### src/rtl/bcd_edit_pkg.sv
// Shared types and BCD helpers for the BCD field editor.
package bcd_edit_pkg;

  typedef enum logic [1:0] {
    ST_IDLE   = 2'd0,
    ST_EDIT   = 2'd1,
    ST_DONE   = 2'd2,
    ST_CANCEL = 2'd3
  } state_t;

  function automatic logic [6:0] bcd2bin(input logic [7:0] b);
    return 7'(7'(b[7:4]) * 7'd10 + 7'(b[3:0]));
  endfunction

  function automatic logic [7:0] bin2bcd(input logic [6:0] v);
    return {4'(v / 7'd10), 4'(v % 7'd10)};
  endfunction

  function automatic logic is_valid_bcd(input logic [7:0] b);
    return (b[7:4] <= 4'd9) && (b[3:0] <= 4'd9);
  endfunction

endpackage

### src/rtl/bcd_field_editor_btn_repeat.sv
// Rising-edge detect plus tick-driven auto-repeat for one adjust button.
module btn_repeat #(
  parameter int unsigned REPEAT_DELAY = 500,
  parameter int unsigned REPEAT_RATE  = 100
) (
  input  logic clk,
  input  logic reset,
  input  logic tick,
  input  logic btn,
  input  logic other,
  input  logic enable,
  input  logic clear,
  output logic act_c
);

  localparam int unsigned MAXC = (REPEAT_DELAY > REPEAT_RATE) ? REPEAT_DELAY : REPEAT_RATE;
  localparam int unsigned CW   = $clog2(MAXC + 1);

  logic          prev;
  logic          rep;
  logic [CW-1:0] cnt;
  logic [CW-1:0] limit;
  logic          run;
  logic          fire;

  // Counting only while this button alone is held in edit mode
  assign run   = enable & btn & ~other & ~clear;
  assign limit = rep ? CW'(REPEAT_RATE - 1) : CW'(REPEAT_DELAY - 1);
  assign fire  = run & tick & (cnt == limit);
  assign act_c = enable & ~other & ((btn & ~prev) | fire);

  always_ff @(posedge clk) begin
    if (reset) begin
      prev <= 1'b0;
      rep  <= 1'b0;
      cnt  <= '0;
    end else begin
      prev <= btn;
      if (!run) begin
        rep <= 1'b0;
        cnt <= '0;
      end else if (tick) begin
        if (cnt == limit) begin
          rep <= 1'b1;
          cnt <= '0;
        end else begin
          cnt <= cnt + CW'(1);
        end
      end
    end
  end

endmodule

### src/rtl/bcd_field_editor.sv
// Push-button editor for a packed multi-field BCD value with commit/cancel.
module bcd_field_editor
  import bcd_edit_pkg::*;
#(
  parameter int unsigned               NUM_FIELDS   = 3,
  parameter logic [8*NUM_FIELDS-1:0]   FIELD_MAX    = 24'h235959,
  parameter logic [8*NUM_FIELDS-1:0]   FIELD_MIN    = 24'h000000,
  parameter int unsigned               REPEAT_DELAY = 500,
  parameter int unsigned               REPEAT_RATE  = 100
) (
  input  logic                          clk,
  input  logic                          reset,
  input  logic                          tick,
  input  logic                          start,
  input  logic [8*NUM_FIELDS-1:0]       load_data,
  input  logic                          bt_up,
  input  logic                          bt_down,
  input  logic                          bt_left,
  input  logic                          bt_right,
  input  logic                          bt_ok,
  input  logic                          bt_cancel,
  output logic [8*NUM_FIELDS-1:0]       edit_data,
  output logic [$clog2(2*NUM_FIELDS)-1:0] cursor,
  output logic                          editing,
  output logic                          done,
  output logic                          cancelled
);

  localparam int unsigned W  = 8 * NUM_FIELDS;
  localparam int unsigned CW = $clog2(2 * NUM_FIELDS);
  localparam logic [CW-1:0] LAST = CW'(2 * NUM_FIELDS - 1);

  state_t        state, state_d;
  logic [W-1:0]  snap, snap_d, data_d;
  logic [CW-1:0] cursor_d;
  logic          prev_l, prev_r, prev_ok, prev_cn;
  logic          l_e, r_e, ok_e, cn_e, nav, move;
  logic          up_act, dn_act;

  // Out-of-range or non-BCD fields fall back to their minimum
  function automatic logic [W-1:0] sanitise(input logic [W-1:0] d);
    logic [W-1:0] r;
    r = d;
    for (int i = 0; i < int'(NUM_FIELDS); i++) begin
      if (!is_valid_bcd(d[8*i +: 8]) || (d[8*i +: 8] < FIELD_MIN[8*i +: 8]) ||
          (d[8*i +: 8] > FIELD_MAX[8*i +: 8]))
        r[8*i +: 8] = FIELD_MIN[8*i +: 8];
    end
    return r;
  endfunction

  // Step the field under the cursor by one unit or ten, wrapping at the limits
  function automatic logic [W-1:0] adjust(input logic [W-1:0] d, input logic [CW-1:0] cur,
                                          input logic up);
    logic [W-1:0] r;
    logic [7:0]   v, mn, mx, nv;
    r = d;
    for (int i = 0; i < int'(NUM_FIELDS); i++) begin
      v  = {1'b0, bcd2bin(d[8*i +: 8])};
      mn = {1'b0, bcd2bin(FIELD_MIN[8*i +: 8])};
      mx = {1'b0, bcd2bin(FIELD_MAX[8*i +: 8])};
      nv = v;
      if (up) begin
        if (!cur[0]) nv = ((v + 8'd10) > mx) ? mn : v + 8'd10;
        else         nv = (v == mx) ? mn : v + 8'd1;
      end else begin
        if (!cur[0]) nv = (v < (mn + 8'd10)) ? mx : v - 8'd10;
        else         nv = (v == mn) ? mx : v - 8'd1;
      end
      if (int'(cur >> 1) == int'(NUM_FIELDS) - 1 - i)
        r[8*i +: 8] = bin2bcd(nv[6:0]);
    end
    return r;
  endfunction

  assign l_e  = bt_left & ~prev_l;
  assign r_e  = bt_right & ~prev_r;
  assign ok_e = bt_ok & ~prev_ok;
  assign cn_e = bt_cancel & ~prev_cn;
  assign nav  = l_e | r_e;
  assign move = (state == ST_EDIT) & (l_e ^ r_e);

  btn_repeat #(.REPEAT_DELAY(REPEAT_DELAY), .REPEAT_RATE(REPEAT_RATE)) u_up (
    .clk(clk), .reset(reset), .tick(tick), .btn(bt_up), .other(bt_down),
    .enable(state == ST_EDIT), .clear(move), .act_c(up_act)
  );

  btn_repeat #(.REPEAT_DELAY(REPEAT_DELAY), .REPEAT_RATE(REPEAT_RATE)) u_dn (
    .clk(clk), .reset(reset), .tick(tick), .btn(bt_down), .other(bt_up),
    .enable(state == ST_EDIT), .clear(move), .act_c(dn_act)
  );

  always_ff @(posedge clk) begin
    if (reset) begin
      state     <= ST_IDLE;
      edit_data <= '0;
      snap      <= '0;
      cursor    <= '0;
      editing   <= 1'b0;
      done      <= 1'b0;
      cancelled <= 1'b0;
      prev_l    <= 1'b0;
      prev_r    <= 1'b0;
      prev_ok   <= 1'b0;
      prev_cn   <= 1'b0;
    end else begin
      state     <= state_d;
      edit_data <= data_d;
      snap      <= snap_d;
      cursor    <= cursor_d;
      editing   <= (state_d == ST_EDIT);
      done      <= (state_d == ST_DONE);
      cancelled <= (state_d == ST_CANCEL);
      prev_l    <= bt_left;
      prev_r    <= bt_right;
      prev_ok   <= bt_ok;
      prev_cn   <= bt_cancel;
    end
  end

  // Priority within EDIT: ok > cancel > left/right > up/down
  always_comb begin
    state_d  = state;
    data_d   = edit_data;
    snap_d   = snap;
    cursor_d = cursor;
    case (state)
      ST_IDLE: begin
        if (start) begin
          data_d   = sanitise(load_data);
          snap_d   = sanitise(load_data);
          cursor_d = '0;
          state_d  = ST_EDIT;
        end
      end
      ST_EDIT: begin
        if (ok_e) begin
          state_d = ST_DONE;
        end else if (cn_e) begin
          data_d  = snap;
          state_d = ST_CANCEL;
        end else if (nav) begin
          if (l_e && !r_e)      cursor_d = (cursor == '0) ? LAST : cursor - CW'(1);
          else if (r_e && !l_e) cursor_d = (cursor == LAST) ? '0 : cursor + CW'(1);
        end else if (up_act) begin
          data_d = adjust(edit_data, cursor, 1'b1);
        end else if (dn_act) begin
          data_d = adjust(edit_data, cursor, 1'b0);
        end
      end
      ST_DONE:   state_d = ST_IDLE;
      ST_CANCEL: state_d = ST_IDLE;
      default:   state_d = ST_IDLE;
    endcase
  end

endmodule

### config.mk
export PLATFORM = sky130hd
export DESIGN_NAME = bcd_field_editor
export DESIGN_NICKNAME = d
export VERILOG_FILES = /design/src/rtl/bcd_edit_pkg.sv /design/src/rtl/bcd_field_editor_btn_repeat.sv /design/src/rtl/bcd_field_editor.sv
export SDC_FILE = /design/constraint.sdc
export NUM_CORES = 1
export LEC_CHECK = 0
export BUFFER_PORTS_ARGS = -buffer_cell sky130_fd_sc_hd__clkbuf_2
export CAP_MARGIN = 20
export CORE_UTILIZATION = 30
export CTS_BUF_LIST = sky130_fd_sc_hd__clkbuf_16
export DETAILED_ROUTE_END_ITERATION = 8
export HOLD_SLACK_MARGIN = 0.05
export SYNTH_ARGS = -nofsm -noshare
export SYNTH_HDL_FRONTEND = slang
export SYNTH_SLANG_ARGS = --single-unit
export TNS_END_PERCENT = 50
### constraint.sdc
create_clock -name clk -period 10.1 [get_ports clk]
set_clock_uncertainty 0.05 [all_clocks]
set_input_delay 2.02 -clock clk [delete_from_list [all_inputs] [get_ports clk]]
set_output_delay 2.02 -clock clk [all_outputs]
set_load 0.005 [all_outputs]
Word-level counts from Yosys, hierarchy flattened
Cells that the tools add are included.
W data, S select, Z words.
{"block": "word_totals", "ff_bits": 82, "latchBits": 0, "ram_bits": 0, "rom_bits": 0, "output_inout_bits": 30, "word_cells": 248, "mem_count": 0}
{"block": "op_classes", "n_addsub": 19, "mul": 3, "div_mod_pow": 12, "order_cmp": 18, "n_eq_ne": 24, "shifts": 0, "n_mux": 84, "n_bitwise": 36, "n_reduce_logical": 33}
{"operator": "$mux W7", "count": 51}
{"operator": "$mux W24", "count": 6}
{"operator": "$mux W8", "count": 9}
{"operator": "$pmux W24 S2", "count": 1}
{"operator": "$div A7 B4 Y7 const B", "count": 6}
{"operator": "$mod A7 B4 Y7 const B", "count": 6}
{"operator": "$mux W9", "count": 4}
{"operator": "$logic_not A32 Y1", "count": 1}
{"operator": "$add A7 B4 Y8 const B", "count": 3}
{"operator": "$gt A8 B6 Y1 const B", "count": 3}
{"operator": "$le A4 B4 Y1 const B", "count": 6}
{"operator": "$lt A8 B1 Y1 const B", "count": 3}
{"operator": "$mux W3", "count": 8}
{"operator": "$reduce_and A6 Y1", "count": 4}
{"operator": "$add A7 B1 Y7 const B", "count": 3}
{"operator": "$add A7 B4 Y7", "count": 3}
{"operator": "$and A1 B1 Y1", "count": 21}
{"operator": "$logic_not A7 Y1", "count": 3}
{"operator": "$lt A7 B4 Y1 const B", "count": 3}
{"operator": "$sub A7 B1 Y7 const B", "count": 3}
{"operator": "$sub A7 B4 Y7 const B", "count": 3}
{"operator": "$add A9 B1 Y9 const B", "count": 2}
{"operator": "$eq A9 B9 Y1", "count": 2}
{"operator": "$mul A4 B3 Y6 const B", "count": 3}
{"operator": "other kinds (26)", "count": 72}

Longest topological paths before layout
Gate-level depths: netlist of run 1.
{"block": "depth", "word_depth": 24, "depth_mapped": 33, "ltp_nobuf": 30}

Cells and area by module
From an unflattened synthesis of run 1, not the netlist that was laid out.
{"block": "unflattened", "hier_cells": 1132, "hier_area_um2": 8901.0}
{"module": "bcd_field_editor", "instances": 1, "cells_each": 1020, "area_each_um2": 7815.0}
{"module": "btn_repeat", "instances": 2, "cells_each": 56, "area_each_um2": 543.0}

Worst setup path before layout of run 1
No wires, ideal clock.
{"block": "synth_path", "path_type": "input-to-reg", "startpoint": "input port bt_left", "endpoint": "register edit_data[2]", "t_arrival_ps": 6977, "required_time_ps": 9954, "setup_slack_ps": 2977, "path_stages": 26, "path_buffers": 1, "cell_sequence": "nor2b_1 -> ha_1 -> nand3_1 -> a211o_1 -> a21o_1 -> buf_2 -> nand2_1 -> o311a_1 -> o22ai_2 -> o21ai_2 -> nor2_1 -> nor2_1 -> ha_1 -> or4_1 -> a31o_4 -> ha_1 -> inv_1 -> a31oi_1 -> o21ai_2 -> xnor2_1 -> ha_1 -> nand2_1 -> a32o_1 -> a211oi_4 -> mux2_4 -> o41ai_2"}
{"block": "synth_between", "elab_chain_cells": 14, "elab_cells_between_ends": 23}
{"item": "from (decl)", "line": "bcd_field_editor.sv:18", "rtl": "input logic bt_left,"}
{"item": "$and A1 B1 Y1 *", "line": "bcd_field_editor.sv:76", "rtl": "assign l_e = bt_left & ~prev_l;"}
{"item": "$xor A1 B1 Y1", "line": "bcd_field_editor.sv:81", "rtl": "assign move = (state == ST_EDIT) & (l_e ^ r_e);"}
{"item": "$and A1 B1 Y1", "line": "bcd_field_editor.sv:81"}
{"item": "$not A1 Y1", "line": "bcd_field_editor_btn_repeat.sv:27", "rtl": "assign run = enable & btn & ~other & ~clear;"}
{"item": "$and A1 B1 Y1", "line": "bcd_field_editor_btn_repeat.sv:27"}
{"item": "$and A1 B1 Y1 (2 in series)", "line": "bcd_field_editor_btn_repeat.sv:29", "rtl": "assign fire = run & tick & (cnt == limit);"}
{"item": "$or A1 B1 Y1", "line": "bcd_field_editor_btn_repeat.sv:30", "rtl": "assign act_c = enable & ~other & ((btn & ~prev) | fire);"}
{"item": "$and A1 B1 Y1", "line": "bcd_field_editor_btn_repeat.sv:30"}
{"item": "$mux W24", "line": "bcd_field_editor.sv:145", "rtl": "end else if (up_act) begin"}
{"item": "$mux W24", "line": "bcd_field_editor.sv:142", "rtl": "end else if (nav) begin"}
{"item": "$mux W24", "line": "bcd_field_editor.sv:139", "rtl": "end else if (cn_e) begin"}
{"item": "$mux W24", "line": "bcd_field_editor.sv:137", "rtl": "if (ok_e) begin"}
{"item": "$pmux W24 S2", "line": "bcd_field_editor.sv:127", "rtl": "case (state)"}
{"item": "to (signal assigned)", "line": "bcd_field_editor.sv:108", "rtl": "edit_data <= data_d;"}
{"item": "to (decl)", "line": "bcd_field_editor.sv:22", "rtl": "output logic [8*NUM_FIELDS-1:0] edit_data,"}
Mark *: on every way between the ends. The rest lies on a longest branch, timed or not. The select of a mux whose other input is x is not followed.
A chain may end at the register's enable or synchronous reset.

Final worst setup path of run 1
Ends and elaborated chain as after synthesis.

==> impl_metrics.tcl, run 1 <==
set metrics [dict create \
    hold_path_depth 2 \
    cp.arrival_ns 8.27 \
    min_from "snap[19]$_SDFFE_PP0P_" \
    max_cap_violations 0 \
    syn_area_sq_mm 0.00858 \
    grt-ovfl-total 0 \
    status "completed" \
    clk_pin_slew_ns 0.06 \
    cts-buffers-inserted 9 \
    yosys_warnings 0 \
    remaining_drc_errors 0 \
    startpoint_type "input port" \
    reg2reg_depth 27 \
    syn_inst 1140 \
    antenna_left 0 \
    drtPass1Iterations 5 \
    reg2reg_to "edit_data[2]$_SDFFE_PP0P_" \
    gp_congestion 0.891 \
    slew_violations 0 \
    synthTopCellsByArea "dfxtp_1 (19%), ha_1 (9.0%), a21oi_1 (5.5%)" \
    antennaDiodeCount 0 \
    final_area_sq_mm 0.00951 \
    yosys.area_share.simple 0.241 \
    post-route-period-util 0.799 \
    tns_ns 0 \
    antenna_found_initial 0 \
    drt_iter0_drc 683 \
    async_flop_share 0 \
    layout-drive-gt1-share 0.118 \
    dpl.hpwl_um 18600 \
    grt_max_degree 61 \
    crit_fanout 27 \
    critPathLaunch "bt_left" \
    r2r_start "edit_data[4]$_SDFFE_PP0P_" \
    rows 61 \
    critPathKind "in2reg" \
    maxSlewHeadroom 0.278 \
    crit_path_end "edit_data[2]$_SDFFE_PP0P_" \
    endpoint_kind "flip-flop" \
    synth_area_per_cell_sq_um 7.53 \
    portBuffers 63 \
    synth-seq-area-share 0.191 \
    synthMuxAreaShare 0.0150 \
    rsz0062_at_grt "false" \
    ctsResizeCount 0 \
    place_area_sq_mm 0.00919 \
    min_period_ns 8.07 \
    route.met2.wl_um 11300 \
    core-area_sq_mm 0.0279 \
    fp.dieW_um 171 \
    crit_required_ns 10.30 \
    power.density_mw_per_mm2 276 \
    io_pins 64 \
    ys_seq_elements 82 \
    grt_pass1_wl_um 40900 \
    clkSinkCount 82 \
    synth_fp_nets 1242 \
    hold_buffers 0 \
    yosys-top-cells-count "nor2_1 (108), nand2_1 (99), a21oi_1 (94)" \
    ir_worst_vdd_mv 0.147 \
    synth_top_cell_by_area "dfxtp_1" \
    via_per_inst 5.65 \
    r2r_slack_ns 2.71 \
    synth_top_family_by_area "compound AO/OA/AOI/OAI gates" \
    grt_pass1_vias 8000 \
    synth_most_common_cell "nor2_1" \
    wl_um 25300 \
    nets 1266 \
    start_util 0.307 \
    grt_usage 0.172 \
    p_leak_uw 0.00356 \
    dr.max_layer_used "met4" \
    cts_buffer_depth 2 \
    synth_top_area_frac 0.191 \
    area_delta_synth_final_pct 10.8 \
    synth_cell_type_count 101 \
    clockRootBuffer "clkbuf_16" \
    synth_flop_cell "dfxtp_1" \
    htree_levels 3 \
    worst_pin_slew_ns 1.08 \
    wl_met3_um 1740 \
    die_h_um 171 \
    fmax_ghz 0.124 \
    synth_edf_count 0 \
    setup_viol 0 \
    postCtsSetupBuffers 0 \
    met1_length_um 11800 \
    clkLatencyLatePin_ns 0.34 \
    finalHoldViolCount 0 \
    synth_xor_area_frac 0.0814 \
    die_area_sq_mm 0.0293 \
    wire_per_inst_um 16.3 \
    synthAdderAreaFrac 0.107 \
    synth_compound_area_frac 0.311 \
    vias 8740 \
    cts_tree "done" \
    hp-class "reg2reg" \
]
-- sequential cells by signal, indices dropped and copies added (netlist names) --
name / cells
prev_l: 1
editing: 1
prev_r: 1
u_dn.cnt: 9
u_dn.prev: 1
u_dn.rep: 1
state: 2
u_up.prev: 1
edit_data: 24
cursor: 3
u_up.cnt: 9
prev_cn: 1
cancelled: 1
done: 1
snap: 24
u_up.rep: 1
prev_ok: 1
-- per-stage QoR --
step / power (uW) / worst slack, ns / cells / hold WS, ns / utilization
floorplan: 1890 / 2.98 / 1140 / 0.370 / -
global placement: 2230 / 2.01 / 1530 / 0.387 / 0.329
detailed placement: 2240 / 1.83 / 1530 / 0.392 / 0.329
CTS: 2600 / 2.08 / 1546 / 0.400 / 0.340
global route: 2850 / 1.64 / 1547 / 0.414 / 0.340
finish: 2620 / 2.03 / 1547 / 0.398 / 0.340
-- where the power goes --
group,internal [uW],switching (uW)
clock network,214,134
logic,762,1140
registers,342,27.6
total,1320,1300
-- placed cells by master (no fill, tap or decap), types with 18 or more instances in the layout --
cell,n
inv_1,49
nand3_1,56
a21oi_1,94
nor2_1,108
clkbuf_2,63
xnor2_1,46
a211oi_1,24
nor3_1,33
nand2b_1,18
nand2_1,99
nor2b_1,21
o21ai_0,48
dfxtp_1,81
o211ai_1,19
ha_1,62
xor2_1,23
-- worst min-delay path by stage --
stage / to / slack, ns
2_1_floorplan: snap[22]$_SDFFE_PP0P_ / 0.37
6_report: snap[19]$_SDFFE_PP0P_ / 0.40
3_5_place_dp: snap[20]$_SDFFE_PP0P_ / 0.39
5_1_grt: snap[20]$_SDFFE_PP0P_ / 0.41
4_1_cts: snap[20]$_SDFFE_PP0P_ / 0.40
3_3_place_gp: snap[21]$_SDFFE_PP0P_ / 0.39
-- per-layer routing --
layer | up-vias | track usage
li1 | 4268 | -
met1 | 4142 | 0.238
met2 | 295 | 0.273
met3 | 35 | 0.0291
met4 | 0 | 0.0509
met5 | - | 0
-- critical path, cell delays in order --
cell and delay, ns:
clkbuf_2 0.08, nor2b_1 0.13, ha_1 0.39, nand3_1 0.14, a211o_1 0.19, a21o_1 0.76
nand2_1 0.20, o311a_1 0.38, o22ai_2 0.23, o21ai_2 0.20, nor2_1 0.14, nor2_1 0.06
ha_1 0.27, or4_1 0.55, a31o_4 0.28, ha_1 0.19, a31oi_1 0.22, o21ai_2 0.13
xnor2_1 0.22, ha_1 0.26, nand2_1 0.09, a32o_1 0.31, a211oi_4 0.29, mux2_4 0.33
o41ai_2 0.18
-- cells by family after synthesis --
kind of cell / count (synthesis)
AND/OR/NAND/NOR: 424
buffers and inverters: 112
adder cells (fa/ha/maj): 70
AO/OA/AOI/OAI: 366
flip-flops: 82
multiplexers: 12
XOR/XNOR: 74
-- cell type report --
type / instances / area [sq um]
sequential: 82 / 1640
multi-input combinational: 946 / 6480
tap: 378 / 473
timing repair buffer: 76 / 413
clock inverter: 7 / 85.1
fill: 3023 / 18400
inverter: 49 / 184
clock buffer: 9 / 225
No activity file was read; power rests on OpenSTA's default activity.
==> run 2: changes to the inputs <==
- clock period: 10.1 -> 7 ns (I/O delays scaled with it)
==> run 2 against run 1 <==
Net effect:
- design area up 3.0%
- clock power is 54% higher
- register-to-register slack got worse by 2.3 ns
- count of clock-buffer cells in the layout did not move
- setup slack lost 1.7 ns
- largest power group unchanged
==> impl_metrics.tcl, run 2 (synthesis results as in run 1) <==
set metrics [dict create \
    io_pins 64 \
    nFillCells 3009 \
    layout_common_cells "nor2_1 (108), nand2_1 (99), a21oi_1 (94)" \
    final_area_sq_mm 0.00979 \
    htree_levels 3 \
    ir_worst_vdd_mv 0.190 \
    intPower_uw 2040 \
    cts-buffers-inserted 9 \
    die_h_um 171 \
    drtPass1Iterations 7 \
    fp.dieW_um 171 \
    remaining_drc_errors 0 \
    antenna_found_initial 2 \
    fmax_ghz 0.151 \
    comb_power_share 0.730 \
    worst_pin_slew_ns 0.925 \
    area_delta_synth_final_pct 14.0 \
    instances_no_fill 1571 \
    layout-drive-gt1-share 0.146 \
    reg.largest.list "edit_data x24, snap x24" \
    grt_pass1_vias 8117 \
    r2r_slack_ns 0.37 \
    tns_ns 0 \
    vias 8714 \
    clkPwrFrac 0.136 \
    startpoint_type "flip-flop" \
    setup_viol 0 \
    start_util 0.307 \
    rows 61 \
    hp-class "reg2reg" \
    grt_max_degree 61 \
    switchingPower_uw 1920 \
    cts_buffer_depth 2 \
    place_area_sq_mm 0.00938 \
    power_frac_seq 0.134 \
    p_sw_frac 0.486 \
    clkLatencyLatePin_ns 0.35 \
    wire_per_inst_um 16.2 \
    layout_commonest_cell "nor2_1" \
    core-area_sq_mm 0.0279 \
    nets 1289 \
    maxSlewHeadroom 0.381 \
    clkSinkCount 82 \
    clk_pin_slew_ns 0.06 \
    p_leak_uw 0.00371 \
    status "completed" \
    portBuffers 63 \
    cts_tree "done" \
    via_per_inst 5.55 \
    endpoint_kind "flip-flop" \
    power.density_mw_per_mm2 405 \
    gp_congestion 0.905 \
    grt_pass1_wl_um 41300 \
    grt-ovfl-total 0 \
    postCtsSetupBuffers 0 \
    die_area_sq_mm 0.0293 \
    post-route-period-util 0.948 \
    wl_um 25500 \
    grt_usage 0.175 \
    crit_required_ns 7.20 \
    critPathKind "reg2reg" \
    max_cap_violations 0 \
    min_period_ns 6.63 \
    drt_iter0_drc 637 \
    rsz0062_at_grt "false" \
    slew_violations 0 \
    antenna_left 0 \
    dp.cells 1554 \
    crit_fanout 14 \
    hold-worst-slack_ns 0.401 \
    dpl.hpwl_um 19200 \
    cp.arrival_ns 6.83 \
    finalHoldViolCount 0 \
    clockRootBuffer "clkbuf_16" \
]
==> run 2: changes by cell type in the layout (fill, tap and decap cells not counted), sizes merged <==
| cell | delta |
|---|---|
| diode | +1 |
| buf | +23 |
| bufinv | +1 |
| clkinv | -1 |
==> run 2: path summary, 6_finish.rpt <==
kind / start / to / depth (start not counted)
worst min register to register: snap[20]$_SDFFE_PP0P_ / snap[20]$_SDFFE_PP0P_ / 2
worst min-delay path: snap[20]$_SDFFE_PP0P_ / snap[20]$_SDFFE_PP0P_ / 2
worst max register to register: edit_data[5]$_SDFFE_PP0P_ / edit_data[2]$_SDFFE_PP0P_ / 26
worst max-delay path: edit_data[5]$_SDFFE_PP0P_ / edit_data[2]$_SDFFE_PP0P_ / 26
==> run 2: cell type report <==
cell class                 count  area, sq um  share of cell area
tap                          378          473              0.0483
antenna                        1         2.50            0.000256
inverter                      49          184              0.0188
timing repair buffer          99          598              0.0611
sequential                    82         1650               0.168
multi-input combinational    946         6550               0.669
clock inverter                 7          109              0.0111
clock buffer                   9          225              0.0230
==> run 2: power groups by stage <==
stage | sequential (uW) | combinational (uW) | clock (uW)
2_1_floorplan | 528 | 2200 | 0
3_3_place_gp | 539 | 2800 | 0
3_5_place_dp | 540 | 2820 | 0
4_1_cts | 530 | 2850 | 548
5_1_grt | 534 | 3190 | 564
6_report | 531 | 2890 | 537
==> run 2: worst max-delay path: stages (launching register included) <==
cell      delay, ns
dfxtp_1        0.43
ha_1           0.27
ha_1           0.19
inv_1          0.07
fa_2           0.55
nor2b_1        0.22
a32oi_1        0.17
o31a_1         0.26
nor3_1         0.10
o311a_1        0.39
o22ai_2        0.25
o21ai_2        0.10
nor2_1         0.13
nor2_1         0.06
ha_1           0.26
or4_1          0.57
a31o_4         0.28
ha_1           0.20
a31oi_1        0.22
o21ai_2        0.10
xnor2_1        0.21
ha_1           0.25
nand2_1        0.07
a32o_1         0.30
a211oi_4       0.30
mux2_4         0.33
o41ai_2        0.22
==> run 2: layer usage <==
metal / vias to the layer above / wire length, um / global-route usage
met5: - / 0 / 0
met4: 0 / 418 / 0.0571
met3: 32 / 1510 / 0.0215
met1: 4095 / 12400 / 0.250
li1: 4316 / - / -
met2: 271 / 11200 / 0.268
==> run 2: repair_timing <==
item                       in CTS  in global routing
gates resized for setup         0                 15
setup endpoints to repair       0                  4
hold buffers                    0                  0
==> run 2: stage by stage <==
stage               total power, uW  utilization  worst slack [ns]
floorplan                      2730            -             0.361
global placement               3340        0.336             0.277
detailed placement             3360        0.336             0.134
CTS                            3920        0.348             0.161
global route                   4290        0.350            0.0239
finish                         3960        0.350             0.366
